**src/rtl/uart_host_bridge.sv**
```systemverilog
// uart_host_bridge: autonomous WISHBONE master moving bytes between CPU-side FIFOs and MiniUART.
module uart_host_fifo #(
   parameter int AW = 4
) (
   input  logic          clk_i,
   input  logic          rst_i,
   input  logic [7:0]    data_i,
   input  logic          push_i,
   input  logic          pop_i,
   output logic [7:0]    head_o,
   output logic [AW:0]   count_o
);
   localparam int N = 1 << AW;
   logic [7:0]    mem_q [N];
   logic [AW-1:0] wr_q, rd_q;
   logic [AW:0]   count_q;
   logic          push_ok, pop_ok;
   // push when full is dropped even if a pop coincides; pop when empty is dropped
   assign push_ok = push_i && count_q != (AW+1)'(N);
   assign pop_ok  = pop_i && count_q != '0;
   always_ff @(posedge clk_i) begin
      if (rst_i) begin
         mem_q   <= '{default: '0};
         wr_q    <= '0;
         rd_q    <= '0;
         count_q <= '0;
      end else begin
         if (push_ok) begin
            mem_q[wr_q] <= data_i;
            wr_q        <= wr_q + 1'b1;
         end
         if (pop_ok) rd_q <= rd_q + 1'b1;
         count_q <= count_q + (AW+1)'(push_ok) - (AW+1)'(pop_ok);
      end
   end
   assign head_o  = mem_q[rd_q];
   assign count_o = count_q;
endmodule

module uart_host_bridge #(
   parameter int DEPTH_LOG2 = 4
) (
   input  logic                  CLK_I,
   input  logic                  RST_I,
   input  logic [7:0]            tx_byte,
   input  logic                  tx_push,
   output logic                  tx_full,
   output logic [DEPTH_LOG2:0]   tx_count,
   output logic [7:0]            rx_byte,
   input  logic                  rx_pop,
   output logic                  rx_empty,
   output logic [DEPTH_LOG2:0]   rx_count,
   output logic                  rx_overrun,
   input  logic                  ovr_clr,
   output logic [5:2]            ADD_O,
   output logic [31:0]           DAT_O,
   input  logic [31:0]           DAT_I,
   output logic                  STB_O,
   output logic                  WE_O,
   input  logic                  ACK_I
);
   localparam logic [DEPTH_LOG2:0] FULL = (DEPTH_LOG2+1)'(1 << DEPTH_LOG2);
   typedef enum logic [2:0] {POLL, RX_RD, RX_CLR, TX_WR, TX_HOLD} state_e;
   state_e     state_q, state_d;
   logic [1:0] hold_q, hold_d;
   logic       ovr_q, ovr_d, ovr_set;
   logic       rx_push, tx_pop, rx_full, tx_empty;
   logic [7:0] tx_head;
   logic       unused_dat;
   assign unused_dat = ^{DAT_I[31:8], DAT_I[4:1]};
   uart_host_fifo #(.AW(DEPTH_LOG2)) u_tx (
      .clk_i(CLK_I), .rst_i(RST_I), .data_i(tx_byte), .push_i(tx_push),
      .pop_i(tx_pop), .head_o(tx_head), .count_o(tx_count)
   );
   uart_host_fifo #(.AW(DEPTH_LOG2)) u_rx (
      .clk_i(CLK_I), .rst_i(RST_I), .data_i(DAT_I[7:0]), .push_i(rx_push),
      .pop_i(rx_pop), .head_o(rx_byte), .count_o(rx_count)
   );
   assign tx_full  = tx_count == FULL;
   assign tx_empty = tx_count == '0;
   assign rx_full  = rx_count == FULL;
   assign rx_empty = rx_count == '0;
   always_ff @(posedge CLK_I) begin
      if (RST_I) begin
         state_q <= POLL;
         hold_q  <= '0;
         ovr_q   <= 1'b0;
      end else begin
         state_q <= state_d;
         hold_q  <= hold_d;
         ovr_q   <= ovr_d;
      end
   end
   always_comb begin
      state_d = state_q;
      hold_d  = '0;
      rx_push = 1'b0;
      tx_pop  = 1'b0;
      ovr_set = 1'b0;
      case (state_q)
         POLL: if (ACK_I) begin
            if (DAT_I[0]) begin
               state_d = rx_full ? RX_CLR : RX_RD;
               ovr_set = rx_full;
            end else if (DAT_I[5] && !tx_empty) state_d = TX_WR;
         end
         RX_RD: if (ACK_I) begin
            rx_push = 1'b1;
            state_d = RX_CLR;
         end
         RX_CLR: if (ACK_I) state_d = POLL;
         TX_WR: if (ACK_I) begin
            tx_pop  = 1'b1;
            state_d = TX_HOLD;
         end
         // quiet gap so MiniUART's registered tx load lands before ts is re-read
         TX_HOLD: begin
            hold_d  = hold_q == 2'd2 ? 2'd0 : hold_q + 1'b1;
            state_d = hold_q == 2'd2 ? POLL : TX_HOLD;
         end
         default: state_d = POLL;
      endcase
      ovr_d = ovr_set || (ovr_q && !ovr_clr);
   end
   assign rx_overrun = ovr_q;
   assign STB_O = !RST_I && state_q != TX_HOLD;
   assign WE_O  = !RST_I && (state_q == RX_CLR || state_q == TX_WR);
   assign ADD_O = RST_I ? 4'b0000 : state_q == POLL ? 4'b1000 :
                  (state_q == RX_RD || state_q == TX_WR) ? 4'b0100 : 4'b0000;
   assign DAT_O = (!RST_I && state_q == TX_WR) ? {24'b0, tx_head} : 32'b0;
endmodule

```
**config.mk**
```make
export PLATFORM = sky130hd
export DESIGN_NAME = uart_host_bridge
export DESIGN_NICKNAME = d
export VERILOG_FILES = /design/src/rtl/uart_host_bridge.sv
export SDC_FILE = /design/constraint.sdc
export NUM_CORES = 1
export LEC_CHECK = 0
export ABC_AREA = 1
export ABC_CLOCK_PERIOD_IN_PS = 6200
export CAP_MARGIN = 20
export CORE_UTILIZATION = 60
export DETAILED_ROUTE_END_ITERATION = 8
export GPL_TIMING_DRIVEN = 0
export PLACE_DENSITY_LB_ADDON = 0.3
export RECOVER_POWER = 100
export SETUP_SLACK_MARGIN = 0.2
export SKIP_CTS_REPAIR_TIMING = 1
export SLEW_MARGIN = 25
export SYNTH_ARGS = -nofsm -noshare
export SYNTH_HDL_FRONTEND = slang
export SYNTH_SLANG_ARGS = --single-unit
export TNS_END_PERCENT = 5
```
**constraint.sdc**
```tcl
create_clock -name CLK_I -period 6.2 [get_ports CLK_I]
set_clock_uncertainty 0.1 [all_clocks]
set_input_delay 0.62 -clock CLK_I [delete_from_list [all_inputs] [get_ports CLK_I]]
set_output_delay 0.62 -clock CLK_I [all_outputs]
set_load 0.03 [all_outputs]
```
# After elaboration in Yosys (flattened, before gate mapping)
# Cells that the tools add are included.
# totals
output_inout_bits	59
wordCells	131
ff_bits	288
inputBits	46
# op_classes
addsub	9
muxes	31
bitwise	5
reduce_logical	24
n_lt_le_gt_ge	6
eq_ne	15
# op_table
cell	n
128-bit bitwise mux	2
8-bit binary-select mux with 4-bit select	2
8-bit demux with 4-bit select	2
8-bit 2-to-1 mux	7
3-bit 2-to-1 mux	8
5-bit >= comparator, second input constant	4
4-bit inverter with 5-bit output	4
4-bit by 1-bit adder with 4-bit output, second input constant	4
3-bit one-hot mux with 5 select lines	1
1-bit logical AND	11
5-bit by 1-bit adder with 5-bit output	2
5-bit equality test, second input constant	2
5-bit zero test	2
5-bit by 1-bit less-than comparator with 1-bit output, second input constant	2
5-bit inequality test, second input constant	2
5-bit nonzero test	2
5-bit by 1-bit subtractor with 5-bit output	2
4-bit 2-to-1 mux	2
2-bit inequality test, second input constant	4
3-bit by 2-bit equality test with 1-bit output, second input constant	2
1-bit 2-to-1 mux	6
3-bit inequality test, second input constant	2
5-bit AND reduction	1
3-bit by 1-bit equality test with 1-bit output, second input constant	1
other kinds (9)	13

# Logic depth before layout (Yosys ltp)
# Gate-level depths: netlist of run 1.
# logic_depth
ltp_word	7
depth_mapped	15
depth_no_buf	15

# Cells and area by module
# A second synthesis of run 1 with hierarchy kept.
# hier_totals
cells_unflattened	2582
area_unflattened_um2	15556.2
# by_module_without_submodules
mod	instances	area_per_inst_um2	cells_per_inst	seq_area_each_um2
uart_host_fifo (u_tx)	1	7455.9	1239	2822.7
uart_host_fifo (u_rx)	1	7447.1	1236	2822.7
uart_host_bridge	1	653.1	107	120.1

# Worst setup path before layout of run 1
# Ideal clock, no wire load.
# synth_timing
kind	input -> output
start	in RST_I
end	out DAT_O[0]
stages	4
t_arrival_ns	2.428
slack_ns	3.052
path_buffers	1
path_cell_list	buf_2 nor3_1 nand2_1 a21oi_1
# synth_via
elab_chain_cells	3
# synth_rtl
item	line_no	rtl
start, declared	44	input logic RST_I,
1-bit zero test	130	assign DAT_O = (!RST_I && state_q == TX_WR) ? {24'b0, tx_head} : 32'b0;
1-bit logical AND	130	
8-bit 2-to-1 mux	130	
end, declared	56	output logic [31:0] DAT_O,
# Every way passes these cells.

# Worst setup path in the final report of run 1
# layout_timing
start	reg u_tx.rd_q[1]
end	out DAT_O[1]
# layout_via
elab_chain_cells	5
# layout_rtl
item	line_no	rtl
start, declared	15	logic [AW-1:0] wr_q, rd_q;
start signal, assigned	32	if (pop_ok) rd_q <= rd_q + 1'b1;
4-bit inverter with 5-bit output (implied by the code)	36	assign head_o = mem_q[rd_q];
8-bit binary-select mux with 4-bit select	36	
8-bit 2-to-1 mux (implied by the code) (2 in series)	36	
8-bit 2-to-1 mux	130	
# Every way passes these cells. The select of a mux whose other input is x is not followed.

==> results.md, run 1 <==
* GR Overflow Total at 0
* RR Startpoint: u_rx.count_o[3]
* Sequential share of the synthesized area at 0.410
* Tmin final at 4.46 ns
* Number of global-route vias before repair at 13.8k
* CTS tree: done
* Crit path max fanout at 10
* RSZ-0062 raised after global routing: false
* Worst r2r path cells at 13
* Root Buffer Master: clkbuf_16
* Commonest non-fill, non-tap cell in the layout: nand2_1
* Global Route Usage Sum at 0.394
* Slew Limit Headroom at 0.435
* Crit path cell chain: clkbuf_1 -> nand2_1 -> inv_1 -> clkbuf_1 -> nand3_1 -> nand2_1 -> inv_1 -> nand3_1 -> a21oi_1 -> dlygate4sd3_1
* Initial core utilization at 0.616
* Via Count at 15.0k
* Reg2reg setup slack at 2.75 ns
* Max Transition Viols Final at 0
* First-pass GRT wire length at 73.6 mm
* #FFs+latches synth at 288
* Yosys top cell area share at 0.410
* Total Wirelength at 47.8 mm
* I/O pin count at 105
* Reg2Reg Capture Point: u_rx.count_o[4]
* Ys async rst share at 0
* Num CTS Buffers at 31
* Distinct cells, synth at 27
* Synth warn at 0
* Die ar. at 0.0241 mm^2
* Dpl hpwl at 33.6 mm
* FP Rows at 55
* Initial antenna violation count at 0
* Crit end category: output pin
* GPL Wtd Cong at 0.999
* Worst path arrival time at 3.74 ns
* Main area contributors after synthesis: dfxtp_1 (41%), nand2_1 (15%), nand3_1 (13%)
* Status: finished, final reports clean
* Core area at roughly 0.023 mm^2
* Drt drc at 0
* I/O Buffers at 38
* WL/cell at 19.1 um
* Minimum hold slack at 0.327 ns
* Kind of critical path: flop to output pin
* Pwr Density at ~330 mW/mm^2
* Ant. Diodes at 0
* Critical Path RT at 5.48 ns
* H-tree depth at 1
* Share of post-route cells with drive strength above 1 at 0.0668
* # setup viols final at 0
* Post-synth EDFFs at 0
* Final net count at 2,235
* Hold Violations, Final at 0
* Worst skew pair latency at 0.58 ns
* Die width at 155 um
* Antenna-violating nets left at 0
* Design area at 0.0159 mm^2
* Fillcell total at slightly above 2k
* Critical Path End: DAT_O[1]
* Clk buf depth at 3
* TritonRoute pass-1 iters at 8
* Via/cell ratio at 5.99
* Syn-to-layout area delta at 12.8%
* LEAKAGE at around 5.6 nW
* Worst Tran Pin Value at 0.848 ns
* Critical path's largest stage delay at 0.72 ns
* F_max at between 0.2 and 0.25 GHz
* Largest net degree at the start of global routing at 16
* Sink Count at 288
* Synthesized area at roughly 0.014 mm^2
* Max VDD drop at 224 uV
* Critical Path Start: u_tx.rd_q[1]
* Post-synthesis average cell area at around 7 um^2
* Post-synth top area cell: dfxtp_1
* Most frequent cells in the layout: nand2_1 (553), nand3_1 (365), a21oi_1 (317), dfxtp_1 (288), inv_1 (123)
* Clk pin slew, worst setup/hold paths at 0.06 ns
* Hold Crit Class: flop to flop
* Initial drt markers at 1,693
* Fin crit share at 0.719
* Dominant synthesized flop cell: dfxtp_1
* Final TNS setup at 0 ns
* Slowest-stage cell, CP: dlygate4sd3_1
* Crit path launch type: flop
* Area of placed instances at 0.0149 mm^2
* Synthesized instance count at 2,068
* Die height at 155 um
* Max-Cap Viols at 0
-- cell usage after synthesis (2+ instances only) --
| library cell | number |
|---|---|
| fa_1 | 2 |
| nor2_2 | 34 |
| o21ai_0 | 59 |
| nand4_1 | 19 |
| clkbuf_1 | 78 |
| nor3_1 | 4 |
| nand3_1 | 365 |
| inv_1 | 122 |
| xor2_1 | 6 |
| a21oi_1 | 317 |
| clkinv_1 | 4 |
| nor2_1 | 82 |
| buf_4 | 27 |
| o211ai_1 | 16 |
| buf_1 | 14 |
| dfxtp_1 | 288 |
| nand2_1 | 552 |
| ha_1 | 23 |
| buf_2 | 39 |
| inv_2 | 4 |
| buf_6 | 7 |
-- worst max-delay path: cells and delay by family (launching register included) --
kind | cells | cell delay (ns)
flops | 1 | 0.33
compound gates | 1 | 0.09
buf+inv | 5 | 2.15
simple gates | 4 | 0.58
-- worst min path at each step --
stage / start / end / slack [ns] / cells after the start
floorplan: hold_q[0] / hold_q[0] / 0.29 / 1
global placement: hold_q[0] / hold_q[0] / 0.30 / 1
detailed placement: hold_q[0] / hold_q[0] / 0.31 / 1
CTS: hold_q[0] / hold_q[0] / 0.32 / 1
global route: hold_q[0] / hold_q[0] / 0.34 / 1
finish: hold_q[0] / hold_q[0] / 0.33 / 1
-- sequential cells by signal, summed over array words and instances, names as in the netlist --
signal	count
hold_q	2
rx_overrun	1
u_tx.rd_q	4
u_tx.count_o	5
u_rx.count_o	5
u_tx.wr_q	4
state_q	3
u_rx.wr_q	4
u_tx.mem_q	128
u_rx.mem_q	128
u_rx.rd_q	4
-- cells by family (layout without fill, tap and decap cells) --
family,after synthesis,after routing,synth area share
compound gates,392,392,0.142
xor+xnor,6,6,0.00373
fa+ha+maj,25,25,0.0233
buf+inv,296,389,0.0935
flops,288,288,0.410
other cells,1,26,0.000267
simple gates,1060,1060,0.327
-- routing by layer --
| metal | track usage | part of all wire | vias up |
|---|---|---|---|
| met3 | 0.0635 | 0.093 | 268 |
| met1 | 0.466 | 0.37 | 6856 |
| met4 | 0.274 | 0.078 | 0 |
| met5 | 0 | 0 | - |
| li1 | - | - | 6982 |
| met2 | 0.655 | 0.46 | 875 |
-- area by class of cell --
type / count / area [um^2] / share of cell area
inverter: 131 / 493 / 0.0311
multi-input combinational: 1509 / 7070 / 0.446
buffer: 165 / 757 / 0.0477
sequential: 288 / 5770 / 0.363
timing repair buffer: 38 / 380 / 0.0240
clock buffer: 45 / 918 / 0.0579
clock inverter: 10 / 90.1 / 0.00568
tap: 313 / 392 / 0.0247
-- stage by stage --
step	utilization	power, mW	setup slack, ns	cells
after global routing	0.694	5.34	1.67	2499
after floorplan	-	2.87	3.05	2093
after detailed placement	0.654	3.34	2.56	2444
after CTS	0.698	5.15	2.27	2499
final	0.694	5.16	1.74	2499
after global placement	0.654	3.31	2.60	2444
-- where the power goes --
part | total, mW | internal, mW | switching, mW
logic | 1.34 | 0.366 | 0.976
registers | 1.97 | 1.92 | 0.0545
clock network | 1.85 | 1.06 | 0.785
Power figures use the tool's default switching activity.
==> run 2: changes to the inputs <==
ABC_CLOCK_PERIOD_IN_PS = 4390   (was 6200)
CORE_UTILIZATION = 59   (was 60)
clock period = 4.39 ns   (was 6.2 ns; I/O delays follow)
==> run 2 against run 1 <==
Net effect:
- final cell count up 0.24%
- register-to-register slack worse by 1.8 ns
- flip-flop and latch count unchanged
- core utilization down 1.2 points
- worst hold slack worse by 0.14 ns
- non-clock buffer count unchanged
- clock-buffer cell count down 3
- sequential power up 41%
- clock power up 54%
- critical path type unchanged
- critical endpoint is now rx_byte[6]
- highest routed layer unchanged
==> results.md, run 2 (synthesis gave the netlist of run 1 again) <==
* Status: finished, final reports clean
* Area of the multi-input gates at 0.00707 mm^2 (about the same)
* H-tree depth at 1 (unchanged)
* Via/cell ratio at 6.03 (+0.59%)
* Clk buf depth at 3 (unchanged)
* Clk pin slew, worst setup/hold paths at 0.06 ns (about the same)
* Max VDD drop at 383 uV (+71%)
* Final TNS setup at 0 ns (unchanged)
* Worst Tran Pin Value at 0.987 ns (+0.139 ns)
* Num CTS Buffers at 31 (unchanged)
* I/O pin count at 105 (unchanged)
* Core area at 0.0234 mm^2 (+2.4%)
* Reg2Reg Capture Point: u_rx.count_o[4]
* Reg2reg setup slack at 0.95 ns (-1.80 ns)
* Global Route Usage Sum at 0.390 (-0.00384)
* Hold Crit Class: input pin to flop
* Crit path max fanout at 10 (unchanged)
* Sink Count at 288 (unchanged)
* Via Count at 15.1k (+0.83%)
* Fin crit share at 0.929
* F_max at 0.245 GHz
* Max Transition Viols Final at 0 (unchanged)
* Drt drc at 0 (unchanged)
* Initial antenna violation count at 0 (unchanged)
* Core Util, Final at 0.682 (-0.0124)
* Minimum hold slack at 0.185 ns (-0.142 ns)
* Syn-to-layout area delta at 13.4%
* # setup viols final at 0 (unchanged)
* Critical Path Start: u_rx.rd_q[0]
* Fillcell total at 2,174 (+5.4%)
* I/O Buffers at 38 (unchanged)
* Die height at 156 um (+0.83%)
* Top Registers: u_rx.mem_q (128), u_tx.mem_q (128)
* CTS tree: done
* Total Wirelength at 47.9 mm (+0.26%)
* Min-delay src: DAT_I[4]
* Sequential cell area at 0.00577 mm^2 (unchanged)
* Die width at 156 um (+0.83%)
* Hold path endpoint: u_rx.mem_q[20]
* GR Overflow Total at 0 (unchanged)
* Pwr Density at 471 mW/mm^2 (+45%)
* Placed insts at 2,450 (+0.25%)
* LEAKAGE at 5.63 nW (+0.78%)
* Most frequent cells in the layout: nand2_1 (553), nand3_1 (365), a21oi_1 (317), dfxtp_1 (288), inv_1 (124)
* Antenna-violating nets left at 0 (unchanged)
* Initial core utilization at 0.601 (-0.0146)
* Die ar. at 0.0245 mm^2 (+1.7%)
* Dpl hpwl at 33.2 mm (-1.0%)
* Post-Layout Cell Count at 2,505 (+0.24%)
* Initial drt markers at 1,889 (+12%)
* Worst skew pair latency at 0.57 ns (about the same)
* Tmin final at a little over 4 ns
* GPL Wtd Cong at 1.01 (+1.2%)
* Crit path launch type: flop
* Worst r2r path cells at 13 (unchanged)
* First-pass GRT wire length at 73.9 mm (+0.30%)
* RSZ-0062 raised after global routing: false
* Number of global-route vias before repair at 14.2k (+2.7%)
* Commonest non-fill, non-tap cell in the layout: nand2_1
* Ant. Diodes at 0 (unchanged)
* RR Startpoint: u_rx.count_o[2]
* Worst path arrival time at 3.54 ns (-0.20 ns)
* Largest net degree at the start of global routing at 16 (unchanged)
* Critical Path RT at 3.85 ns (-1.63 ns)
* Final net count at 2,235 (unchanged)
* Max-Cap Viols at 0 (unchanged)
* Share of post-route cells with drive strength above 1 at 0.0654 (-0.00137)
* Crit end category: output pin
* WL/cell at 19.1 um (about the same)
* Slew Limit Headroom at 0.340 (-0.0951)
* WHS Path Cells at 3 (+2)
* Root Buffer Master: clkbuf_16
* Hold Violations, Final at 0 (unchanged)
* Kind of critical path: flop to output pin
* TritonRoute pass-1 iters at 6 (-2)
* FP Rows at 56 (+1.8%)
==> run 2: layout make-up <==
cell class                      instances  area share
Multi-Input combinational cell       1509       0.443
Sequential cell                       288       0.361
Clock buffer                           42      0.0550
Buffer                                165      0.0473
Inverter                              131      0.0309
Tap cell                              319      0.0250
Timing Repair Buffer                   38      0.0238
Clock inverter                         13      0.0140
==> run 2: stage by stage <==
stage | setup slack [ns] | instance area (um^2) | power [mW]
floorplan | 1.60 | 14200 | 4.05
global placement | 1.21 | 14900 | 4.67
detailed placement | 1.23 | 14900 | 4.71
CTS | 0.623 | 16000 | 7.50
global route | 0.204 | 16000 | 7.76
finish | 0.314 | 16000 | 7.51
==> run 2: layer usage <==
layer | part of all wire | GRT usage
met1 | 0.36 | 0.443
met2 | 0.47 | 0.666
met3 | 0.089 | 0.0579
met4 | 0.075 | 0.289
met5 | 0 | 0
==> run 2: worst max-delay path by stage <==
stage / end / slack [ns] / cells past startpoint
finish: rx_byte[6] / 0.31 / 8
global route: rx_byte[7] / 0.20 / 10
CTS: rx_byte[6] / 0.62 / 8
detailed placement: rx_byte[6] / 1.23 / 8
global placement: DAT_O[7] / 1.21 / 6
floorplan: DAT_O[0] / 1.60 / 4
==> run 2: critical path: stages (launching register included) <==
cell	delay (ns)
dfxtp_1	0.32
clkbuf_1	0.17
inv_1	0.37
clkbuf_1	0.58
o21ai_0	0.22
o211ai_1	0.31
nand2_1	0.08
o21ai_0	0.14
dlygate4sd3_1	0.79
==> run 2: power by group <==
| group | internal, mW | total (mW) | switching, mW |
|---|---|---|---|
| combinational | 0.514 | 1.88 | 1.37 |
| sequential | 2.71 | 2.78 | 0.0773 |
| clock | 1.74 | 2.85 | 1.11 |
